[config.mk]
export PLATFORM = sky130hd
export DESIGN_NAME = apb_master_n
export DESIGN_NICKNAME = d
export VERILOG_FILES = /design/src/rtl/apb_master_n.sv
export SDC_FILE = /design/constraint.sdc
export NUM_CORES = 1
export LEC_CHECK = 0
export CORE_AREA = 4 4 130 132
export CTS_CLUSTER_SIZE = 28
export DETAILED_ROUTE_END_ITERATION = 12
export DIE_AREA = 0 0 134 136
export HOLD_SLACK_MARGIN = 0.1
export PLACE_DENSITY = 0.76
export SLEW_MARGIN = 25
export SYNTH_ARGS = -nofsm -noshare
export SYNTH_HDL_FRONTEND = slang
export SYNTH_SLANG_ARGS = --single-unit
[constraint.sdc]
create_clock -name PCLK -period 8.8 [get_ports PCLK]
set_clock_uncertainty 0.2 [all_clocks]
set_input_delay 2.64 -clock PCLK [delete_from_list [all_inputs] [get_ports PCLK]]
set_output_delay 2.64 -clock PCLK [all_outputs]
set_load 0.01 [all_outputs]
[src/rtl/apb_master_n.sv]
// apb_master_n: APB3 master bridge, NUM_SLAVES slaves on a fixed-stride map.
// Define APB_MASTER_TIMEOUT_EN to bound the ACCESS phase by TIMEOUT_CYCLES.
module apb_master_n #(
    parameter int unsigned NUM_SLAVES     = 5,
    parameter logic [31:0] BASE_ADDR      = 32'h1000_0000,
    parameter int unsigned SLOT_BITS      = 12,
    parameter int unsigned TIMEOUT_CYCLES = 255
) (
    input  logic                       PCLK,
    input  logic                       PRESET,
    input  logic                       transfer,
    input  logic                       write,
    input  logic [31:0]                addr,
    input  logic [31:0]                wdata,
    output logic                       ready,
    output logic [31:0]                rdata,
    output logic                       error,
    output logic [31:0]                PADDR,
    output logic                       PWRITE,
    output logic [31:0]                PWDATA,
    output logic                       PENABLE,
    output logic [NUM_SLAVES-1:0]      PSEL,
    input  logic [NUM_SLAVES*32-1:0]   PRDATA,
    input  logic [NUM_SLAVES-1:0]      PREADY,
    input  logic [NUM_SLAVES-1:0]      PSLVERR
);

    localparam int IW = 4;
    localparam logic [15:0] TO_LIM = 16'(TIMEOUT_CYCLES - 1);

    typedef enum logic [1:0] {IDLE, SETUP, ACCESS, DECERR} state_t;

    function automatic logic dec_hit(input logic [31:0] a);
        logic [31:0] slot;
        slot = (a - BASE_ADDR) >> SLOT_BITS;
        return (a >= BASE_ADDR) && (slot < 32'(NUM_SLAVES));
    endfunction

    function automatic logic [IW-1:0] dec_idx(input logic [31:0] a);
        logic [31:0] slot;
        slot = (a - BASE_ADDR) >> SLOT_BITS;
        return slot[IW-1:0];
    endfunction

    state_t                state_q, state_d;
    logic [31:0]           paddr_q, paddr_d;
    logic                  pwrite_q, pwrite_d;
    logic [31:0]           pwdata_q, pwdata_d;
    logic [IW-1:0]         cur_idx;
    logic [NUM_SLAVES-1:0] psel_a;
    logic                  sel_rdy;
    logic                  sel_err;
    logic [31:0]           sel_rd;
    logic                  expire;
    logic                  take;

    assign cur_idx = dec_idx(paddr_q);

    always_comb begin
        psel_a  = '0;
        sel_rdy = 1'b0;
        sel_err = 1'b0;
        sel_rd  = '0;
        for (int i = 0; i < int'(NUM_SLAVES); i++) begin
            if (cur_idx == IW'(i)) begin
                psel_a[i] = 1'b1;
                sel_rdy   = PREADY[i];
                sel_err   = PSLVERR[i];
                sel_rd    = PRDATA[32*i +: 32];
            end
        end
    end

`ifdef APB_MASTER_TIMEOUT_EN
    logic [15:0] cnt_q, cnt_d;

    assign expire = (state_q == ACCESS) && !sel_rdy && (cnt_q == TO_LIM);

    always_comb begin
        cnt_d = cnt_q;
        if (state_q == SETUP)
            cnt_d = '0;
        else if (state_q == ACCESS && !sel_rdy)
            cnt_d = cnt_q + 16'd1;
    end

    always_ff @(posedge PCLK or negedge PRESET) begin
        if (!PRESET) cnt_q <= '0;
        else         cnt_q <= cnt_d;
    end
`else
    logic unused_to;
    assign unused_to = ^TO_LIM;
    assign expire    = 1'b0;
`endif

    always_comb begin
        state_d  = state_q;
        paddr_d  = paddr_q;
        pwrite_d = pwrite_q;
        pwdata_d = pwdata_q;
        ready    = 1'b0;
        error    = 1'b0;
        rdata    = '0;
        PENABLE  = 1'b0;
        PSEL     = '0;
        take     = 1'b0;
        case (state_q)
            IDLE: take = transfer;
            SETUP: begin
                PSEL    = psel_a;
                state_d = ACCESS;
            end
            ACCESS: begin
                PSEL    = psel_a;
                PENABLE = 1'b1;
                if (sel_rdy) begin
                    ready   = 1'b1;
                    error   = sel_err;
                    rdata   = pwrite_q ? '0 : sel_rd;
                    take    = transfer;
                    state_d = IDLE;
                end else if (expire) begin
                    ready   = 1'b1;
                    error   = 1'b1;
                    take    = transfer;
                    state_d = IDLE;
                end
            end
            DECERR: begin
                ready   = 1'b1;
                error   = 1'b1;
                take    = transfer;
                state_d = IDLE;
            end
            default: state_d = IDLE;
        endcase
        // A new request is accepted while idle or in any completing cycle
        if (take) begin
            paddr_d  = addr;
            pwrite_d = write;
            pwdata_d = wdata;
            state_d  = dec_hit(addr) ? SETUP : DECERR;
        end
    end

    always_ff @(posedge PCLK or negedge PRESET) begin
        if (!PRESET) begin
            state_q  <= IDLE;
            paddr_q  <= '0;
            pwrite_q <= 1'b0;
            pwdata_q <= '0;
        end else begin
            state_q  <= state_d;
            paddr_q  <= paddr_d;
            pwrite_q <= pwrite_d;
            pwdata_q <= pwdata_d;
        end
    end

    assign PADDR  = paddr_q;
    assign PWRITE = pwrite_q;
    assign PWDATA = pwdata_q;

endmodule

# --- Word-level counts from Yosys, hierarchy flattened ---
# Cells that the tools add are included.
word_totals:
  mem_bits_rw: 0
  latch_bits: 0
  inputBits: 238
  mem_bits_ro: 0
  ff_bits: 67
  memories: 0
classes:
  bitwise_logic: 0
  shift: 0
  n_div: 0
  mux: 35
  n_eq_ne: 8
  order_cmp: 2
  n_addsub: 2
  mul: 0
  reduce_logical: 7
op_table:
  columns: ["op", "n"]
  rows:
  - ["$mux 32", 8]
  - ["$ge 32x29->1 const B", 1]
  - ["$sub 32x29->32 const B", 1]
  - ["$lt 20x3->1 const B", 1]
  - ["$mux 1", 19]
  - ["$sub 16x1->16 const B", 1]
  - ["$eq 4x2->1 const B", 2]
  - ["$mux 2", 3]
  - ["$pmux 1 s2", 3]
  - ["$pmux 2 s3", 1]
  - ["$mux 5", 1]
  - ["$eq 2x2->1 const B", 2]
  - ["$eq 4x1->1 const B", 1]
  - ["$eq 4x3->1 const B", 1]
  - ["$logic_not 4->1", 1]
  - ["$reduce_bool 4->1", 1]
  - ["$reduce_or 2->1", 2]
  - ["$ne 3x3->1 const B", 1]
  - ["$eq 2x1->1 const B", 1]
  - ["$logic_not 2->1", 1]
  - ["$reduce_and 2->1", 1]
  - ["$logic_and 1x1->1", 1]

# --- Longest topological paths before layout ---
depth:
  ltp_word: 11
  depth_mapped: 8

# --- Least setup slack after synthesis ---
# OpenSTA, ideal clock, no wires.
synth_timing:
  path_type: "input to output"
  start: "in PREADY[0]"
  end: "out rdata[10]"
  arrival_ps: 4031
  stages: 7
  required_time_ps: 5960
  path_slack_ps: 1929
  n_path_buf: 2
  path_cell_list: "nor2_1 -> o21ai_0 -> a31oi_1 -> or4_4 -> buf_6 -> buf_12 -> a311oi_2"
synth_between:
  elab_chain_cells: 7
synth_rtl:
  columns: ["element", "line_no", "source"]
  rows:
  - ["start: declaration", "24", "input logic [NUM_SLAVES-1:0] PREADY,"]
  - ["$mux 1 (5 in a row)", "65", "if (cur_idx == IW'(i)) begin"]
  - ["$mux 32", "117", "if (sel_rdy) begin"]
  - ["$mux 32", "108", "case (state_q)"]
  - ["end: declaration", "16", "output logic [31:0] rdata,"]
# No other way between the ends.

# --- Worst setup path in the final report ---
layout_timing:
  start: "in PREADY[0]"
  end: "out rdata[31]"
# The elaborated chain is that of the path after synthesis.

==> qor.txt <==
Die height: 136 um
Post-route cell area: 0.007868 sq mm
Synth cell types: 40
Synth area leaders: dfrtp_1 (40%), mux2_2 (12%), a22oi_1 (12%)
Reg-to-Reg End: PADDR[7]
IO Count: 343
Synthesized area: 0.004149 sq mm
CTS clock-pin slew for the worst setup and hold paths: 0.06 ns
GR Util All Layers: 19.91%
Worst path slowest cell: or4_4
Worst reg-to-reg setup slack: 5.46 ns
End point of the critical path: rdata[31]
Sequential share of the synthesized area: 40.41%
Yosys Warn Count: 0
Worst path arrival time: 5.40 ns
Port-buffer cells: 342
Core box area: 0.01571 sq mm
Slew Viols, Final: 0
Post-synth EDFFs: 0
Syn_area_per_cell: 11.92 sq um
Dpl hpwl: 14960 um
CTS buffer count: 9
Pwr/cell area: 273.4 mW/mm^2
Vias in the first global route: 4783
Crit. End Element: output pin
Post-cts sizing count: 0
Grt ovf: 0
Syn_nets: 589
Outcome: complete, no violations
Min cycle time layout: 8.236 ns
Gpl congestion: 0.8346
Leakage power: 0.002815 uW
Post-Syn Instances: 348
RSZ-0062 raised after global routing: false
Most common cell after layout, fill and taps aside: clkdlybuf4s50_1
CP Cell Sequence: clkdlybuf4s50_1 > nor2_1 > o21ai_0 > a31oi_1 > or4_4 > a311oi_1 > clkdlybuf4s50_1
Initial DRC Count: 168
Top delay family on crit path: buffers and inverters
Area after DPL: 0.007612 sq mm
Crit share post-route: 93.60%
Worst-Margin Slew: 0.8893 ns
Crit path from: PREADY[0]
Die ar.: 0.01822 sq mm
Most frequent cells in the layout: clkdlybuf4s50_1 (341), dfrtp_1 (67), a22oi_1 (65)
Worst r2r path cells: 5
Vias/cell: 4.886
Buffer and inverter count on the worst path: 2
Peak VDD IR: 0.0002266 V
Final wirelength: 19030 um
Final Util: 50.07%
Hold_buf cts: 0
Synth top area share: 40.41%
FMAX: 121.4 MHz
CP required: 5.96 ns
Worst hold path startpoint: PADDR[28]
1st-pass router iterations: 5
Post-CTS setup buffers: 0
Clock latency at the later pin of the worst-skew pair: 0.33 ns
H-tree level count: 3
CTS Root Cell: clkbuf_16
Area Growth Syn to Fin: 89.63%
Critical path startpoint category: input port
Largest stage delay on the critical path: 0.83 ns
Final ANT Viol Nets: 0
Largest net degree at the start of global routing: 68
Max-Cap Viols: 0
Final Hold Vio Count: 0
Longest Clk Path Bufs: 2
Overall Power: 2151 uW
Final hold slack: 0.2874 ns
Initial antenna violation count: 0
Synth Flop Type: dfrtp_1
Flops & latches, synth: 67
Num rows: 46
Asr flop ratio synth: 100.0%
Levels on crit path: 7
Number of setup violations in the final report: 0
Vias after detailed routing: 4358
Chip Width: 134 um
Nets: 912
Hold Crit Class: register to register
Synth area leader: dfrtp_1
Final routed DRC violation total: 0
R2R Path Start: PADDR[12]
Most frequent CP cell: clkdlybuf4s50_1
Layout cells sized above 1: 15.38%
ANT cells: 0
CTS tree: yes
Number of clock sinks: 67
First-pass GRT wire length: 28100 um
Starting density of the core: 26.41%
Setup TNS: 0 ns
Crit path max fanout: 32
Worst Setup Path Type: input port to output pin
Max-slew headroom: 40.71%
Drt wl/cell: 21.33 um
[worst register-to-register path, delay by kind of cell (launching register included)]
kind,cells,cell delay (ns)
flip-flops,1,0.63
AO/OA/AOI/OAI,1,0.25
AND/OR/NAND/NOR,2,1.00
multiplexers,1,0.45
buffers and inverters,1,0.69
[state kept, by name (all words and copies together), names as in the netlist]
| signal | cells |
|---|---|
| PADDR | 32 |
| PWDATA | 32 |
| PWRITE | 1 |
| state_q | 2 |
[through the flow]
step,setup WS (ns),instances
6_report,0.5636,892
5_1_grt,0.4537,892
4_1_cts,0.5509,892
3_5_place_dp,0.5552,876
3_3_place_gp,0.6670,876
2_1_floorplan,1.929,348
[where the power goes]
group | switching (uW) | internal, uW
Clock | 120 | 189
Combinational | 563 | 684
Sequential | 121 | 474
Total | 803 | 1350
[synth_stat cells (2+ instances only)]
library cell and count:
a21oi_1 3, a22oi_1 65, a311oi_1 2, a311oi_2 30, buf_12 3, buf_2 9
buf_4 13, buf_6 3, dfrtp_1 67, dlygate4sd1_1 6, ha_1 3, inv_1 5
mux2_1 19, mux2_2 46, nand2_1 5, nor2_1 35, nor2b_1 5, nor3_1 2
nor4_1 3, nor4b_2 2, o21ai_0 3
[worst min-delay path by stage]
stage	end	depth (start not counted)
2_1_floorplan	PADDR[17]	1
3_3_place_gp	PADDR[22]	1
3_5_place_dp	PADDR[28]	1
4_1_cts	PADDR[28]	1
5_1_grt	PADDR[24]	1
6_report	PADDR[28]	1
[final cells by class]
cell class | instances | area [sq um]
clock buffer | 13 | 240.2
clock inverter | 3 | 15.01
sequential | 67 | 1677
timing repair buffer | 347 | 3456
inverter | 5 | 18.77
fill | 1395 | 7845
tap | 216 | 270.3
multi-input combinational | 241 | 2191
[metal layers]
layer  global-route usage (%)  routed length (um)  vias up
met5                        0                   0        -
met4                    5.714                 352        0
met3                    9.104                2337       26
met1                    22.37                7086     2077
met2                    34.11                9252      251
li1                         -                   -     2004
[cell families after synthesis]
family | count (synthesis) | share of synthesized area (%)
flip-flops | 67 | 40.41
adder cells (fa/ha/maj) | 3 | 0.9048
buffers and inverters | 40 | 7.720
AO/OA/AOI/OAI | 109 | 25.03
multiplexers | 65 | 17.64
AND/OR/NAND/NOR | 64 | 8.294
No activity file was read; power rests on OpenSTA's default activity.
